[src/rtl/booth_mul_pkg.sv]
// Shared encodings and helpers for the iterative radix-4 Booth multiplier.
package booth_mul_pkg;

   localparam logic [1:0] ST_IDLE = 2'd0;
   localparam logic [1:0] ST_CALC = 2'd1;
   localparam logic [1:0] ST_DONE = 2'd2;

   typedef enum logic [2:0] {
      DIG_ZERO,
      DIG_POS1,
      DIG_POS2,
      DIG_NEG1,
      DIG_NEG2
   } booth_dig_e;

   // Window is {b[2i+1], b[2i], b[2i-1]}.
   function automatic booth_dig_e booth_decode(input logic [2:0] win);
      booth_dig_e dig;
      case (win)
         3'b001, 3'b010: dig = DIG_POS1;
         3'b011:         dig = DIG_POS2;
         3'b100:         dig = DIG_NEG2;
         3'b101, 3'b110: dig = DIG_NEG1;
         default:        dig = DIG_ZERO;
      endcase
      return dig;
   endfunction

   function automatic int calc_iter(input int xlen, input int pp_per_cycle);
      return ((xlen + 2) / 2 + pp_per_cycle - 1) / pp_per_cycle;
   endfunction

endpackage

[src/rtl/booth_mul_iter_pp_gen.sv]
// One radix-4 Booth partial product; negative digits come out inverted and
// the +1 completing the two's complement is returned as neg_o.
module booth_pp_gen
   import booth_mul_pkg::*;
#(
   parameter int XLEN = 64
) (
   input  logic [2:0]      win_i,
   input  logic [XLEN+1:0] a_ext_i,
   output logic [XLEN+2:0] pp_o,
   output logic            neg_o
);

   logic [XLEN+2:0] a_x1;
   logic [XLEN+2:0] a_x2;

   assign a_x1 = {a_ext_i[XLEN+1], a_ext_i};
   assign a_x2 = {a_ext_i, 1'b0};

   // NOTE: every output gets a default first so no path through this block infers a latch.
   always_comb begin
      pp_o  = '0;
      neg_o = 1'b0;
      case (booth_decode(win_i))
         DIG_POS1: pp_o = a_x1;
         DIG_POS2: pp_o = a_x2;
         DIG_NEG1: begin
            pp_o  = ~a_x1;
            neg_o = 1'b1;
         end
         DIG_NEG2: begin
            pp_o  = ~a_x2;
            neg_o = 1'b1;
         end
         default: ;
      endcase
   end

endmodule

[src/rtl/booth_mul_iter.sv]
// Iterative radix-4 Booth multiplier with ready/valid handshake, flush and
// optional zero-operand early-out.
module booth_mul_iter
   import booth_mul_pkg::*;
#(
   parameter int XLEN         = 64,
   parameter int PP_PER_CYCLE = 1,
   parameter int EARLY_OUT    = 1
) (
   input  logic            clk,
   input  logic            rst_n,
   input  logic            mul_flush,
   input  logic            mul_valid,
   output logic            mul_ready,
   input  logic [1:0]      mul_signed,
   input  logic [XLEN-1:0] mul_a,
   input  logic [XLEN-1:0] mul_b,
   output logic            mul_busy,
   input  logic            mul_o_ready,
   output logic            mul_o_valid,
   output logic [XLEN-1:0] mul_result_hi,
   output logic [XLEN-1:0] mul_result_lo
);

   localparam int EW   = XLEN + 2;
   localparam int AW   = 2 * XLEN + 4;
   localparam int NDIG = EW / 2;
   localparam int ITER = calc_iter(XLEN, PP_PER_CYCLE);
   localparam int CW   = $clog2(ITER + 1);
   localparam int BW   = EW + 1 + 2 * PP_PER_CYCLE;

   logic [1:0]      state_q, state_d;
   logic [CW-1:0]   cnt_q, cnt_d;
   logic [EW-1:0]   a_q, a_d;
   logic [BW-1:0]   b_q, b_d;
   logic [AW-1:0]   acc_q, acc_d;
   logic [XLEN-1:0] hi_q, hi_d;
   logic [XLEN-1:0] lo_q, lo_d;

   logic [EW-1:0] a_ext;
   logic [EW-1:0] b_ext;
   assign a_ext = {{2{mul_signed[1] & mul_a[XLEN-1]}}, mul_a};
   assign b_ext = {{2{mul_signed[0] & mul_b[XLEN-1]}}, mul_b};

   // b_q carries a zero below bit 0 so digit g always reads b_q[2g+2:2g].
   logic [PP_PER_CYCLE-1:0][XLEN+2:0] pp;
   logic [PP_PER_CYCLE-1:0]           pp_neg;

   for (genvar g = 0; g < PP_PER_CYCLE; g++) begin : g_pp
      booth_pp_gen #(.XLEN(XLEN)) u_pp_gen (
         .win_i   (b_q[2*g+2 -: 3]),
         .a_ext_i (a_q),
         .pp_o    (pp[g]),
         .neg_o   (pp_neg[g])
      );
   end

   // Digits past NDIG in the final cycle neither add nor shift.
   logic [AW-1:0]   acc_step;
   logic [XLEN+3:0] top_sum;
   logic [AW+1:0]   acc_wide;

   always_comb begin
      acc_step = acc_q;
      top_sum  = '0;
      acc_wide = '0;
      for (int j = 0; j < PP_PER_CYCLE; j++) begin
         if (int'(cnt_q) * PP_PER_CYCLE + j < NDIG) begin
            top_sum  = {{2{acc_step[AW-1]}}, acc_step[AW-1 -: EW]}
                     + {pp[j][XLEN+2], pp[j]}
                     + {{(XLEN+3){1'b0}}, pp_neg[j]};
            acc_wide = {top_sum, acc_step[AW-EW-1:0]};
            acc_step = acc_wide[AW+1:2];
         end
      end
   end

   always_comb begin
      state_d = state_q;
      cnt_d   = cnt_q;
      a_d     = a_q;
      b_d     = b_q;
      acc_d   = acc_q;
      hi_d    = hi_q;
      lo_d    = lo_q;
      if (mul_flush) begin
         state_d = ST_IDLE;
         cnt_d   = '0;
      end else begin
         case (state_q)
            ST_IDLE: begin
               if (mul_valid) begin
                  a_d   = a_ext;
                  b_d   = {{(2*PP_PER_CYCLE){b_ext[EW-1]}}, b_ext, 1'b0};
                  acc_d = '0;
                  cnt_d = '0;
                  if (EARLY_OUT != 0 && (mul_a == '0 || mul_b == '0)) begin
                     state_d = ST_DONE;
                     hi_d    = '0;
                     lo_d    = '0;
                  end else begin
                     state_d = ST_CALC;
                  end
               end
            end
            ST_CALC: begin
               acc_d = acc_step;
               b_d   = {{(2*PP_PER_CYCLE){b_q[BW-1]}}, b_q[BW-1:2*PP_PER_CYCLE]};
               cnt_d = cnt_q + CW'(1);
               if (cnt_q == CW'(ITER - 1)) begin
                  state_d = ST_DONE;
                  hi_d    = acc_step[2*XLEN-1:XLEN];
                  lo_d    = acc_step[XLEN-1:0];
               end
            end
            ST_DONE: begin
               if (mul_o_ready) state_d = ST_IDLE;
            end
            default: state_d = ST_IDLE;
         endcase
      end
   end

   // NOTE: state updates use non-blocking assignments so every flop samples pre-edge values.
   always_ff @(posedge clk or negedge rst_n) begin
      if (!rst_n) begin
         state_q <= ST_IDLE;
         cnt_q   <= '0;
         a_q     <= '0;
         b_q     <= '0;
         acc_q   <= '0;
         hi_q    <= '0;
         lo_q    <= '0;
      end else begin
         state_q <= state_d;
         cnt_q   <= cnt_d;
         a_q     <= a_d;
         b_q     <= b_d;
         acc_q   <= acc_d;
         hi_q    <= hi_d;
         lo_q    <= lo_d;
      end
   end

   assign mul_ready     = (state_q == ST_IDLE);
   assign mul_busy      = (state_q != ST_IDLE);
   assign mul_o_valid   = (state_q == ST_DONE);
   assign mul_result_hi = hi_q;
   assign mul_result_lo = lo_q;

endmodule
[config.mk]
export PLATFORM = sky130hd
export DESIGN_NAME = booth_mul_iter
export DESIGN_NICKNAME = d
export VERILOG_FILES = /design/src/rtl/booth_mul_pkg.sv /design/src/rtl/booth_mul_iter_pp_gen.sv /design/src/rtl/booth_mul_iter.sv
export SDC_FILE = /design/constraint.sdc
export NUM_CORES = 1
export LEC_CHECK = 0
export BUFFER_PORTS_ARGS = -buffer_cell sky130_fd_sc_hd__buf_2
export CAP_MARGIN = 20
export CORE_MARGIN = 4
export CORE_UTILIZATION = 64
export CTS_CLUSTER_DIAMETER = 120
export DETAILED_ROUTE_END_ITERATION = 12
export PLACE_DENSITY = 0.86
export SLEW_MARGIN = 20
export SYNTH_ARGS = -nofsm -noshare
export SYNTH_HDL_FRONTEND = slang
export SYNTH_HIERARCHICAL = 1
export SYNTH_SLANG_ARGS = --single-unit
[constraint.sdc]
create_clock -name clk -period 7.05 [get_ports clk]
set_clock_uncertainty 0.1 [all_clocks]
set_input_delay 0.3525 -clock clk [delete_from_list [all_inputs] [get_ports clk]]
set_output_delay 0.3525 -clock clk [all_outputs]
set_load 0.02 [all_outputs]
# [Word level (Yosys, flattened, before mapping)]
# Cells that the tools add are included.
[totals] reg_bits=402 in_bits=135 out_inout_bits=131 word_cells=79
[classes] add_sub_neg=3 magnitude_cmp=1 n_eq_ne=20 n_mux=23 bitwise=6 n_reduce_logical=17
[ops] op="67-bit one-hot mux with 4 select lines" count=1
[ops] op="132-bit 2-to-1 mux" count=2
[ops] op="132-bit one-hot mux with 2 select lines" count=1
[ops] op="64-bit 2-to-1 mux" count=4
[ops] op="64-bit one-hot mux with 2 select lines" count=2
[ops] op="69-bit one-hot mux with 2 select lines" count=1
[ops] op="67-bit NOT" count=2
[ops] op="64-bit logical NOT" count=2
[ops] op="69-bit 2-to-1 mux" count=1
[ops] op="66-bit by 67-bit adder with 68-bit output" count=1
[ops] op="68-bit by 1-bit adder with 68-bit output" count=1
[ops] op="3-bit by 2-bit == test with 1-bit output (second input constant)" count=4
[ops] op="3-bit == test (second input constant)" count=4
[ops] op="6-bit 2-to-1 mux" count=2
[ops] op="3-bit one-hot mux with 4 select lines" count=1
[ops] op="6-bit one-hot mux with 2 select lines" count=1
[ops] op="2-bit 2-to-1 mux" count=5
[ops] op="3-bit inequality test (second input constant)" count=3
[ops] op="3-bit AND reduction" count=3
[ops] op="4-bit AND reduction" count=2
[ops] op="6-bit by 1-bit adder with 6-bit output (second input constant)" count=1
[ops] op="3-bit by 1-bit == test with 1-bit output (second input constant)" count=2
[ops] op="6-bit == test (second input constant)" count=1
[ops] op="6-bit < comparator (second input constant)" count=1
[ops] op="other kinds (15)" count=22

# [Longest topological paths before layout]
# Gate-level depths: netlist of the first run.
[depth] ltp_word=10 mapped_depth=17 mapped_depth_nobuf=15

# [By module]
# Netlist of the first run, hierarchy kept.
[by_module_without_submodules] mod="booth_mul_iter" instances=1 cells_each=2358 area_per_inst_um2=21130.3 seq_area_each_um2=10034.6
[by_module_without_submodules] mod="booth_pp_gen" instances=1 cells_each=252 area_per_inst_um2=2411.1 seq_area_each_um2=0.0

# [Least setup slack after synthesis of the first run]
# OpenSTA, ideal clock, no wires.
[synth_path] kind="register to register" startpoint="reg b_q[1]" endpoint="reg hi_q[35], in the netlist mul_result_hi[35]" setup_ns=0.128 arrival_time_ns=3.641 t_required_ns=6.822 path_slack_ns=3.180 stages_incl_launch_ff=18 path_buffers=4 synth_period_minus_slack_ns=3.870 cell_sequence="dfrtp_1 buf_2 or3b_1 buf_6 buf_6 o221ai_2 ha_1 buf_2 a21oi_1 o21ai_0 a221oi_1 nand2_1 o211a_1 o21bai_1 or3b_2 xor2_1 mux2i_1 o21ai_0"
[synth_lines] item="from (decl)" line="booth_mul_iter.sv:35" source="logic [BW-1:0] b_q, b_d;"
[synth_lines] item="from (signal assigned)" line="booth_mul_iter.sv:130" source="b_q <= '0;"
[synth_lines] item="from (signal assigned)" line="booth_mul_iter.sv:138" source="b_q <= b_d;"
[synth_lines] item="to (signal assigned)" line="booth_mul_iter.sv:140" source="hi_q <= hi_d;"
[synth_lines] item="to (decl)" line="booth_mul_iter.sv:37" source="logic [XLEN-1:0] hi_q, hi_d;"

==> results of run 1 <==
## metrics by stage
step / utilization (%) / cells
after CTS: 77.3 / 3364
after global placement: 69.3 / 3155
final: 77.3 / 3369
after global routing: 77.3 / 3368
after detailed placement: 69.4 / 3157
after floorplan: - / 2610
## path summary, 6_finish.rpt
| path | start | endpoint |
|---|---|---|
| min in group asynchronous | rst_n | mul_result_lo[31] |
| max | b_q[0] | mul_result_hi[35] |
| max reg2reg | b_q[0] | mul_result_hi[35] |
| min | mul_b[1] | b_q[2] |
| min reg2reg | mul_result_lo[25] | mul_result_lo[25] |
| max in group asynchronous | rst_n | b_q[61] |
## routing by layer
metal / vias up / GRT usage (%) / part of all wire, %
met5: - / 0 / 0.0093
met4: 2 / 14.5 / 4.4
met3: 248 / 7.12 / 9.2
met2: 1251 / 58.0 / 46
met1: 10700 / 51.9 / 41
li1: 9920 / - / -
## state kept, by name, indices dropped and copies added, names as in the netlist
name and count:
cnt_q 6, acc_q 132, state_q 2, b_q 68, mul_result_lo 64, mul_result_hi 64, a_q 65
## cell type report
| type | count | area [um^2] | area share [%] |
|---|---|---|---|
| inverters | 28 | 105 | 0.378 |
| repair buffers | 415 | 2860 | 10.3 |
| clock inverters | 18 | 273 | 0.982 |
| flip-flops and latches | 401 | 10000 | 36.1 |
| diodes | 5 | 12.5 | 0.0450 |
| well taps | 461 | 577 | 2.08 |
| clock buffers | 61 | 1270 | 4.59 |
| multi-input cells | 1980 | 12600 | 45.5 |
## critical path, stage by stage (launching register included)
cell	delay, ns
dfrtp_2	0.54
xnor2_2	0.70
buf_12	0.40
o221ai_2	0.14
ha_1	0.41
a21oi_1	0.27
o21ai_0	0.18
a221oi_1	0.42
nand2_1	0.11
o211a_1	0.31
o21bai_1	0.26
or3b_2	0.48
xor2_1	0.29
mux2i_1	0.12
o21ai_0	0.18
## power by group
part           internal [mW]  switching [mW]
Combinational           3.07            5.27
Clock                   1.49           0.995
Sequential              2.96           0.765
## placed cells by master (no fill, tap or decap), types with 81 or more instances in the layout
master and n:
a21oi_1 95, nor2_1 121, buf_2 264, o21ai_0 162, mux2i_1 87, nand2_1 624
dlygate4sd3_1 128, o31ai_1 81, a22o_1 82, xnor2_1 95, dfrtp_1 398
## kinds of logic after synthesis
kind of cell	count (synthesis)	share of synthesized area [%]
AO/OA/AOI/OAI	704	21.9
AND/OR/NAND/NOR	984	18.9
adder cells (fa/ha/maj)	71	3.84
buffers and inverters	229	3.98
XOR/XNOR	128	4.76
flip-flops	401	42.6
multiplexers	93	3.99
==> metrics.yaml, run 1 <==
outcome: "finished, final reports clean"
antenna_found_initial: 5
finalHoldViolations: 0
synth_edf_count: 0
final_layout_size_suffix_gt1_share_pct: 15.8
die_h_um: 200
ys_types: 76
yosysTopAreaCell: "dfrtp_1"
cts_hold_buf: 128
endpoint_kind: "register"
gp_congestion: 0.946
cts_setup_buffers: 0
slew_headroom_pct: 21.7
rr_worst_depth: 14
synth_area_leaders: "dfrtp_1, nand2_1, o221ai_2"
whs_path_depth: 3
io_buffers: 265
io_pins: 266
dp_slack_ns: 1.89
synth-seq-area-share_pct: 42.6
finalMaxSlewViolations: 0
clkSinkCount: 401
hold-worst-slack_ns: 0.0240
setup_viol: 0
finalCritPeriodShare_pct: 71.8
core-area_um2: 35900
dp_hpwl_um: 47300
cts_tree: "built"
nFillCells: 2251
postSynthCellCount: 2610
crit_type: "reg -> reg"
fin_tns_setup_ns: 0
design_area_um2: 27800
ant_nets: 0
die_w_um: 200
p_per_area_nw_per_um2: 524
rsz0062_at_grt: "false"
startpoint_type: "register"
tightest_slew_ns: 1.16
max_cap_viol_count: 0
avgSynthCellArea_um2: 9.02
clock-root-buffer: "clkbuf_16"
max-vdd-ir-drop_uv: 296
place_area_um2: 24900
grt.total_usage_pct: 37.1
hp-class: "in -> reg"
first_pass_iters: 6
synth-warning-count: 6
setup_ws_ns: 1.99
vias_per_cell: 6.57
netlist.area_leader.share_pct: 42.6
cts_buffers: 43
crit_required_ns: 7.43
syn_nets: 2816
synthFlopType: "dfrtp_1"
total_power_mw: 14.6
syn_to_final_growth_pct: 18.0
finalCriticalPeriod_ns: 5.06
yosys-top-cells-count: "nand2_1, dfrtp_1, o21ai_0"
grt_pass1_vias: 21400
p_leak_nw: 12.8
rrSetupSlack_ns: 1.99
cp.arrival_ns: 5.45
cts_resized: 0
clockBufferDepth: 3
vias: 22200
grt_max_degree: 169
fmax_ghz: 0.198
gr-total-overflow: 0
wl_per_cell_um: 22.4
drtIter0Drc: 2216
fin_nets: 3075
path_clk_slew_ns: 0.06
synth.most_common_cell: "nand2_1"
synth_area_um2: 23500
crit_fanout: 57
grt_pass1_wl_um: 118000
finalWirelength_um: 75300
ys_ff_latch: 401
initial_core_util_pct: 65.5
htree_levels: 2
async_reset_ff_share_pct: 100
drc: 0
die_area_um2: 39900
clock_latency_ns: 0.59
rows: 69
Power figures use the tool's default switching activity.
==> run 2, diff against run 1 <==
--- a/config.mk
+++ b/config.mk
@@ -8,10 +8,10 @@
 export BUFFER_PORTS_ARGS = -buffer_cell sky130_fd_sc_hd__buf_2
 export CAP_MARGIN = 20
 export CORE_MARGIN = 4
-export CORE_UTILIZATION = 64
+export CORE_UTILIZATION = 54
 export CTS_CLUSTER_DIAMETER = 120
 export DETAILED_ROUTE_END_ITERATION = 12
-export PLACE_DENSITY = 0.86
+export PLACE_DENSITY = 0.77
 export SLEW_MARGIN = 20
 export SYNTH_ARGS = -nofsm -noshare
 export SYNTH_HDL_FRONTEND = slang
==> constraint.sdc (replaced) <==
create_clock -name clk -period 4.37 [get_ports clk]
set_clock_uncertainty 0.1 [all_clocks]
set_input_delay 0.2185 -clock clk [delete_from_list [all_inputs] [get_ports clk]]
set_output_delay 0.2185 -clock clk [all_outputs]
set_load 0.02 [all_outputs]
==> metrics.yaml, run 2 (synthesis results as in run 1) <==
cp.arrival_ns: 4.68  # was 5.45 ns
p_leak_nw: 13.2  # was 12.8 nW
path_delay_family: "compound AO/OA/AOI/OAI gates"  # unchanged
vias_per_cell: 6.11  # was 6.57
htree_levels: 2  # unchanged
ant_nets: 0  # unchanged
endpoint_kind: "register"  # unchanged
rr_worst_depth: 16  # was 14
whs_path_depth: 6  # was 3
cpPeakStageDelay_ns: 0.44  # was 0.70 ns
total_power_mw: 24.6  # was 14.6 mW
syn_to_final_growth_pct: 22.7  # was 18.0%
grt.total_usage_pct: 30.3  # was 37.1%
core-area_um2: 43100  # was 35900 um^2
finalHoldViolations: 0  # unchanged
outcome: "finished, final reports clean"  # unchanged
max_cap_viol_count: 0  # unchanged
cp_common_cell: "a31o_1"  # was o21ai_0
hold_end: "cnt_q[3]"  # was b_q[2]
io_pins: 266  # unchanged
grt_pass1_vias: 21000  # was 21.4k
slew_headroom_pct: 29.6  # was 21.7%
rrSetupSlack_ns: 0.10  # was 1.99 ns
first_pass_iters: 7  # was 6
max-vdd-ir-drop_uv: 492  # was 296 uV
min_from: "mul_valid"  # was mul_b[1]
grt_max_degree: 183  # was 169
tightest_slew_ns: 1.06  # was 1.16 ns
finalMaxSlewViolations: 0  # unchanged
top_regs: "acc_q: 132 flops, b_q: 68 flops, a_q: 65 flops"  # unchanged
r2r-end: "mul_result_hi[63]"  # was mul_result_hi[35]
rows: 76  # was 69
crit_fanout: 10  # was 57
r2r_start: "b_q[0]"  # unchanged
dp_hpwl_um: 48900  # was 47300 um
antenna_found_initial: 3  # was 5
fmax_ghz: 0.234  # was 0.198 GHz
finalCritPeriodShare_pct: 97.6  # was 71.8%
io_buffers: 265  # unchanged
final_common_cell: "nand2_1"  # unchanged
startpoint_type: "register"  # unchanged
vias: 21900  # was 22.2k
finalWirelength_um: 73100  # was 75300 um
crit_type: "reg -> reg"  # unchanged
setup_viol: 0  # unchanged
gp_congestion: 0.954  # was 0.946
wl_per_cell_um: 20.4  # was 22.4 um
die_area_um2: 47000  # was 39900 um^2
largest_reg_flops: 132  # unchanged
clock-root-buffer: "clkbuf_16"  # unchanged
p_per_area_nw_per_um2: 852  # was 524 nW/um^2
die_w_um: 217  # was 200 um
cts_buffers: 44  # was 43
drtIter0Drc: 2221  # was 2216
path_clk_slew_ns: 0.06  # about the same
die_h_um: 217  # was 200 um
hp-class: "in -> reg"  # unchanged
final_cell_mix: "nand2_1, dfrtp_1, buf_2"  # unchanged
worst-path-buf-inv: 3  # was 1
cts_tree: "built"  # unchanged
clkSinkCount: 401  # unchanged
largest_register: "acc_q"  # unchanged
final_layout_size_suffix_gt1_share_pct: 19.1  # was 15.8%
hold-worst-slack_ns: 0.0564  # was 0.0240 ns
path_cells: "buf_4 -> xnor2_4 -> buf_12 -> buf_6 -> o221ai_2 -> ha_4 -> o21ai_0 -> o21ai_2 -> nand3b_4 -> a31o_1 -> a21o_1 -> a31o_4 -> o31a_4 -> a31o_1 -> a211o_1 -> a21oi_2"  # was xnor2_2 -> buf_12 -> o221ai_2 -> ha_1 -> a21oi_1 -> o21ai_0 -> a221oi_1 -> nand2_1 -> o211a_1 -> o21bai_1 -> or3b_2 -> xor2_1 -> mux2i_1 -> o21ai_0
fin_nets: 3168  # was 3075
critPathSlowestCell: "dfrtp_2"  # was xnor2_2
finalCriticalPeriod_ns: 4.27  # was 5.06 ns
initial_core_util_pct: 54.7  # was 65.5%
drc: 0  # unchanged
clock_latency_ns: 0.59  # about the same
grt_pass1_wl_um: 115000  # was 118000 um
gr-total-overflow: 0  # unchanged
crit_required_ns: 4.78  # was 7.43 ns
clockBufferDepth: 3  # unchanged
## run 2: metrics by stage
stage / area (um^2) / worst slack, ns / util [%] / instances / setup TNS, ns
finish: 28900 / 0.104 / 67.1 / 3583 / 0
global route: 28900 / -0.0204 / 67.1 / 3581 / -0.0887
CTS: 28500 / 0.00345 / 66.2 / 3567 / 0
detailed placement: 25700 / -0.0262 / 59.7 / 3356 / -0.0430
global placement: 25700 / 0.127 / 59.7 / 3356 / 0
floorplan: 23500 / 0.500 / - / 2610 / 0
## run 2: worst max-delay path by stage
stage	from	end	slack, ns	cells after the start
floorplan	b_q[1]	mul_result_hi[35]	0.50	17
global placement	b_q[2]	mul_result_hi[49]	0.13	15
detailed placement	b_q[2]	acc_q[131]	-0.03	15
CTS	b_q[0]	acc_q[130]	0.003	17
global route	b_q[2]	mul_result_hi[55]	-0.02	15
finish	b_q[0]	mul_result_hi[63]	0.10	16
## run 2: metal layers
layer	global-route usage [%]	vias to the layer above	routed length (um)	share of wire, %
met2	46.7	949	33000	45
met5	0	-	0	0
met3	4.31	203	5100	7.0
li1	-	10100	-	-
met4	11.8	0	2980	4.1
met1	43.6	10600	32000	44
## run 2: what timing repair did
action                     CTS  global route
buffers inserted             0             9
gates cloned                 2             2
setup endpoints to repair    4            34
hold buffers               132             0
gates resized for setup      1            55
pin swaps                    0             9
hold endpoints to repair   223             0
## run 2: report_power, final
part           switching, mW  internal [mW]  leakage (nW)  total, mW
Clock                   1.58           2.18         0.697       3.76
Combinational           8.94           6.04          7.30       15.0
Sequential              1.10           4.78          5.25       5.88
Total                   11.6           13.0          13.2       24.6
## run 2: final cells by class
type / count / area [um^2]
clock buffers: 65 / 1290
flip-flops and latches: 401 / 10000
well taps: 585 / 732
repair buffers: 505 / 3660
multi-input cells: 1982 / 12900
inverters: 28 / 105
diodes: 5 / 12.5
fillers: 3386 / 14200
clock inverters: 12 / 158
## run 2: tightest hold or removal path: cells and delay by family
family	cells	cell delay (ns)
AND/OR/NAND/NOR	4	0.32
AO/OA/AOI/OAI	1	0.06
buffers and inverters	1	0.08
